File: src/rtl/fifo_native2stream.sv
// Drains a non-FWFT native FIFO (1-cycle read latency) into an AXI-Stream master.
// A 2-entry skid buffer plus a pending-read flag gives full throughput without overflow.
module fifo_native2stream #(
   parameter int unsigned DATA_WIDTH = 256
) (
   input  logic                  clk,
   input  logic                  rst,
   input  logic                  empty,
   output logic                  rd_en,
   input  logic [DATA_WIDTH-1:0] data_out,
   output logic                  m_axis_tvalid,
   input  logic                  m_axis_tready,
   output logic [DATA_WIDTH-1:0] m_axis_tdata,
   output logic [1:0]            buf_count
);

   logic [1:0]            count_q, count_d;
   logic                  rd_pend_q;
   logic [DATA_WIDTH-1:0] head_q, head_d;
   logic [DATA_WIDTH-1:0] tail_q, tail_d;
   logic                  pop;
   logic [1:0]            free;
   logic [1:0]            cnt_after_pop;

   always_comb begin
      pop           = (count_q != 2'd0) & m_axis_tready;
      // Slots left once this cycle's pop and the in-flight read are accounted for.
      free          = 2'd2 - count_q - {1'b0, rd_pend_q} + {1'b0, pop};
      rd_en         = !rst & !empty & (free != 2'd0);
      cnt_after_pop = count_q - {1'b0, pop};

      head_d = head_q;
      tail_d = tail_q;
      if (pop) begin
         head_d = tail_q;
      end
      if (rd_pend_q) begin
         if (cnt_after_pop == 2'd0) begin
            head_d = data_out;
         end else begin
            tail_d = data_out;
         end
      end
      count_d = cnt_after_pop + {1'b0, rd_pend_q};
   end

   always_ff @(posedge clk) begin
      if (rst) begin
         count_q   <= 2'd0;
         rd_pend_q <= 1'b0;
         head_q    <= '0;
         tail_q    <= '0;
      end else begin
         count_q   <= count_d;
         rd_pend_q <= rd_en;
         head_q    <= head_d;
         tail_q    <= tail_d;
      end
   end

   assign m_axis_tvalid = (count_q != 2'd0);
   assign m_axis_tdata  = head_q;
   assign buf_count     = count_q;

endmodule

File: config.mk
export PLATFORM = sky130hd
export DESIGN_NAME = fifo_native2stream
export DESIGN_NICKNAME = d
export VERILOG_FILES = /design/src/rtl/fifo_native2stream.sv
export SDC_FILE = /design/constraint.sdc
export NUM_CORES = 1
export LEC_CHECK = 0
export BUFFER_PORTS_ARGS = -buffer_cell sky130_fd_sc_hd__clkbuf_2
export CORE_MARGIN = 5
export CORE_UTILIZATION = 59
export CTS_CLUSTER_DIAMETER = 150
export DETAILED_ROUTE_END_ITERATION = 10
export PLACE_DENSITY = 0.85
export SYNTH_ARGS = -nofsm -noshare
export SYNTH_HDL_FRONTEND = slang
export SYNTH_SLANG_ARGS = --single-unit
File: constraint.sdc
create_clock -name clk -period 4.9 [get_ports clk]
set_clock_uncertainty 0.05 [all_clocks]
set_input_delay 0 -clock clk [delete_from_list [all_inputs] [get_ports clk]]
set_output_delay 0 -clock clk [all_outputs]
set_load 0.02 [all_outputs]
==> out/metrics.yaml <==
status:
  status: "complete, but fails checks"
  violations: "DRC"
grt:
  grt_first_pass_wirelength_um: 133800
  antenna_found_initial: 3
  grt_pass1_vias: 24080
  grt_overflow: 0
  grt_max_degree: 182
  grt_usage_pct: 36.07
flow_run:
  cap_violations: 0
synthesis:
  yosys_warnings: 0
  ys_seq_area_share_pct: 42.07
  synth-seq-cells: 515
  syn_inst: 2588
  yosys.area.top_type: "dfxtp_1"
  yosysTopAreaCellShare_pct: 42.07
  avgSynthCellArea_um2: 9.469
  syn_nets: 2850
  netlist_area_um2: 24500
  ys_types: 27
  synthTopCellsByArea: "dfxtp_1, a311oi_2, nand2b_1"
worst_setup_path:
  startpoint_type: "flip-flop"
  crit_slowest_cell: "buf_4"
  cp.required_ps: 5310
  cp_data_arrival_time_ps: 3700
  r2r-start: "buf_count[1]$_SDFF_PP0_"
  end_kind: "flip-flop"
  critPathKind: "reg -> reg"
  slowest_delay_ps: 880
  r2r_cells: 5
  startpoint: "buf_count[1]$_SDFF_PP0_"
  r2r_end: "m_axis_tdata[33]$_SDFF_PP0_"
  setup.reg_to_reg.worst_slack_ps: 1610
  path_max_fanout: 175
  path_cells: "o21ai_4 > buf_12 > buf_4 > nand2_1 > a311oi_2"
cts:
  cts_sinks: 515
  cts_max_path_buffers: 3
  cts_buffers: 52
  worstSkewPairLatency_ps: 580
  cts_root_buffer: "clkbuf_16"
  htreeDepth: 2
  clk_pin_slew_ps: 60
  tritoncts: "yes"
  cts-resized-gates: 0
pwr:
  peakVddDrop_v: 0.0004268
  p_per_area_nw_per_um2: 436.2
  p_leak_nw: 11.42
drt:
  viasPerCell: 6.224
  drt_iter0_drc: 3248
  wl_per_cell_um: 22.98
  drt-total-wl_um: 86680
  first_pass_iters: 10
  vias: 23470
  ant_nets: 0
  drc: 2
place:
  dp_cells: 3412
  io_buffers: 519
  dp_hpwl_um: 45110
  placed_cell_area_um2: 26900
  dp_worst_setup_slack_ps: 1763
  gp_congestion: 0.8340
timing:
  setup_ws_ps: 1613
  fin_setup_tns_ps: 0
  max_freq_mhz: 304.3
  worst_slew_pin_slew_ps: 1203
  fin_crit_sh_pct: 67.07
  setup_viol: 0
  rsz0062_at_grt: "false"
  final_hold_viol_count: 0
  relSlewSlack_pct: 19.80
  post-route-min-period_ps: 3287
  slew_violations: 0
floorplanning:
  die_width_um: 213.8
  start_util_pct: 59.88
  dieArea_um2: 45710
  num_rows: 74
  core_um2: 40920
  die_h_um: 213.8
  io-pin-count: 520
cells_and_area:
  finalNonFillerCells: 3771
  fin_area_um2: 31210
  area_growth_pct: 27.38
  fill_cells: 2324
  fin_nets: 3455
  multi_input_area_um2: 12870
  ff_latch_area_um2: 10310
  drive_gt1_share_pct: 27.17
min_path:
  min_path_type: "in -> reg"
  holdCritStartpoint: "empty"
  hold_depth: 3
  whs_endpoint: "rd_pend_q$_SDFF_PP0_"
-- placed cells by master, fill, tap and decap left out, types with 2 or more instances in the layout --
cell type / Yosys / layout
dfxtp_1: 515 / 515
clkinv_2: 0 / 9
clkbuf_8: 0 / 9
nand2b_1: 512 / 512
a311oi_2: 240 / 240
a311oi_1: 16 / 16
dlygate4sd3_1: 0 / 259
buf_12: 0 / 14
clkinvlp_4: 0 / 3
mux2i_1: 256 / 256
clkbuf_1: 155 / 12
clkbuf_2: 0 / 518
bufinv_16: 0 / 4
nor2b_1: 3 / 2
diode_2: 0 / 7
clkbuf_16: 0 / 53
buf_4: 26 / 18
nand2_1: 513 / 513
nor3_1: 258 / 258
inv_1: 3 / 3
inv_6: 0 / 3
-- where the power goes --
group	switching (mW)	internal, mW
combinational	2.89	1.43
sequential	0.455	4.76
clock	1.74	2.33
-- metrics by stage --
step	utilization [%]	power, mW	hold slack (ps)
2_1_floorplan	-	7.954	29.31
3_3_place_gp	65.72	9.087	156.0
3_5_place_dp	65.72	9.196	164.5
4_1_cts	76.23	13.36	107.0
5_1_grt	76.25	14.05	146.9
6_report	76.27	13.61	139.0
-- state kept, by name, indices dropped and copies added, names as in the netlist --
signal        flops
tail_q          256
rd_pend_q         1
buf_count         2
m_axis_tdata    256
-- cell usage after synthesis --
cell and number:
a21o_1 1, a21oi_1 1, a311oi_1 16, a311oi_2 240, buf_1 10, buf_2 40, buf_4 26, buf_6 28
clkbuf_1 155, clkinv_1 1, dfxtp_1 515, fa_1 1, ha_1 1, inv_1 3, mux2i_1 256, nand2_1 513
nand2b_1 512, nand2b_4 1, nor2_1 1, nor2b_1 3, nor3_1 258, o21a_1 1, o21ai_0 1, o21ai_2 1
or2_1 1, or3_1 1, xor2_1 1
-- area by class of cell --
class | count | area share [%]
antenna | 7 | 0.05612
clock buffer | 74 | 4.790
clock inverter | 19 | 0.6854
inverter | 4 | 0.07215
multi-input combinational | 1810 | 41.25
sequential | 515 | 33.03
tap | 532 | 2.132
timing repair buffer | 810 | 17.99
-- worst max-delay path by stage --
stage,endpoint,slack [ps],depth (start not counted)
floorplan,rd_en,2750,8
global placement,m_axis_tdata[182]$_SDFF_PP0_,1870,4
detailed placement,tail_q[66]$_SDFFE_PP0P_,1760,4
CTS,m_axis_tdata[230]$_SDFF_PP0_,1760,4
global route,tail_q[83]$_SDFFE_PP0P_,1530,4
finish,m_axis_tdata[33]$_SDFF_PP0_,1610,5
-- timing repair --
item / CTS / global route
endpoints found under the setup margin: 0 / 0
endpoints found under the hold margin: 514 / 0
hold buffers: 259 / 0
buffers inserted: 0 / 0
-- layer usage --
layer	share of wire [%]	global-route usage (%)
met5	0	0
met2	48	59.94
met4	6.9	21.75
met3	9.6	8.486
met1	36	42.46
-- cell families after synthesis --
group | after synthesis | synth area share (%)
fa+ha+maj | 2 | 0.1327
simple gates | 1290 | 26.40
mux | 256 | 10.46
compound gates | 261 | 15.41
xor+xnor | 1 | 0.03575
buf+inv | 263 | 5.489
flops | 515 | 42.07
-- critical path, delay by kind of cell (launching register included) --
kind | cells | cell delay [ps]
simple gates | 1 | 220
compound gates | 2 | 720
flops | 1 | 410
buf+inv | 2 | 1560
(Power assumes the default switching activity.)
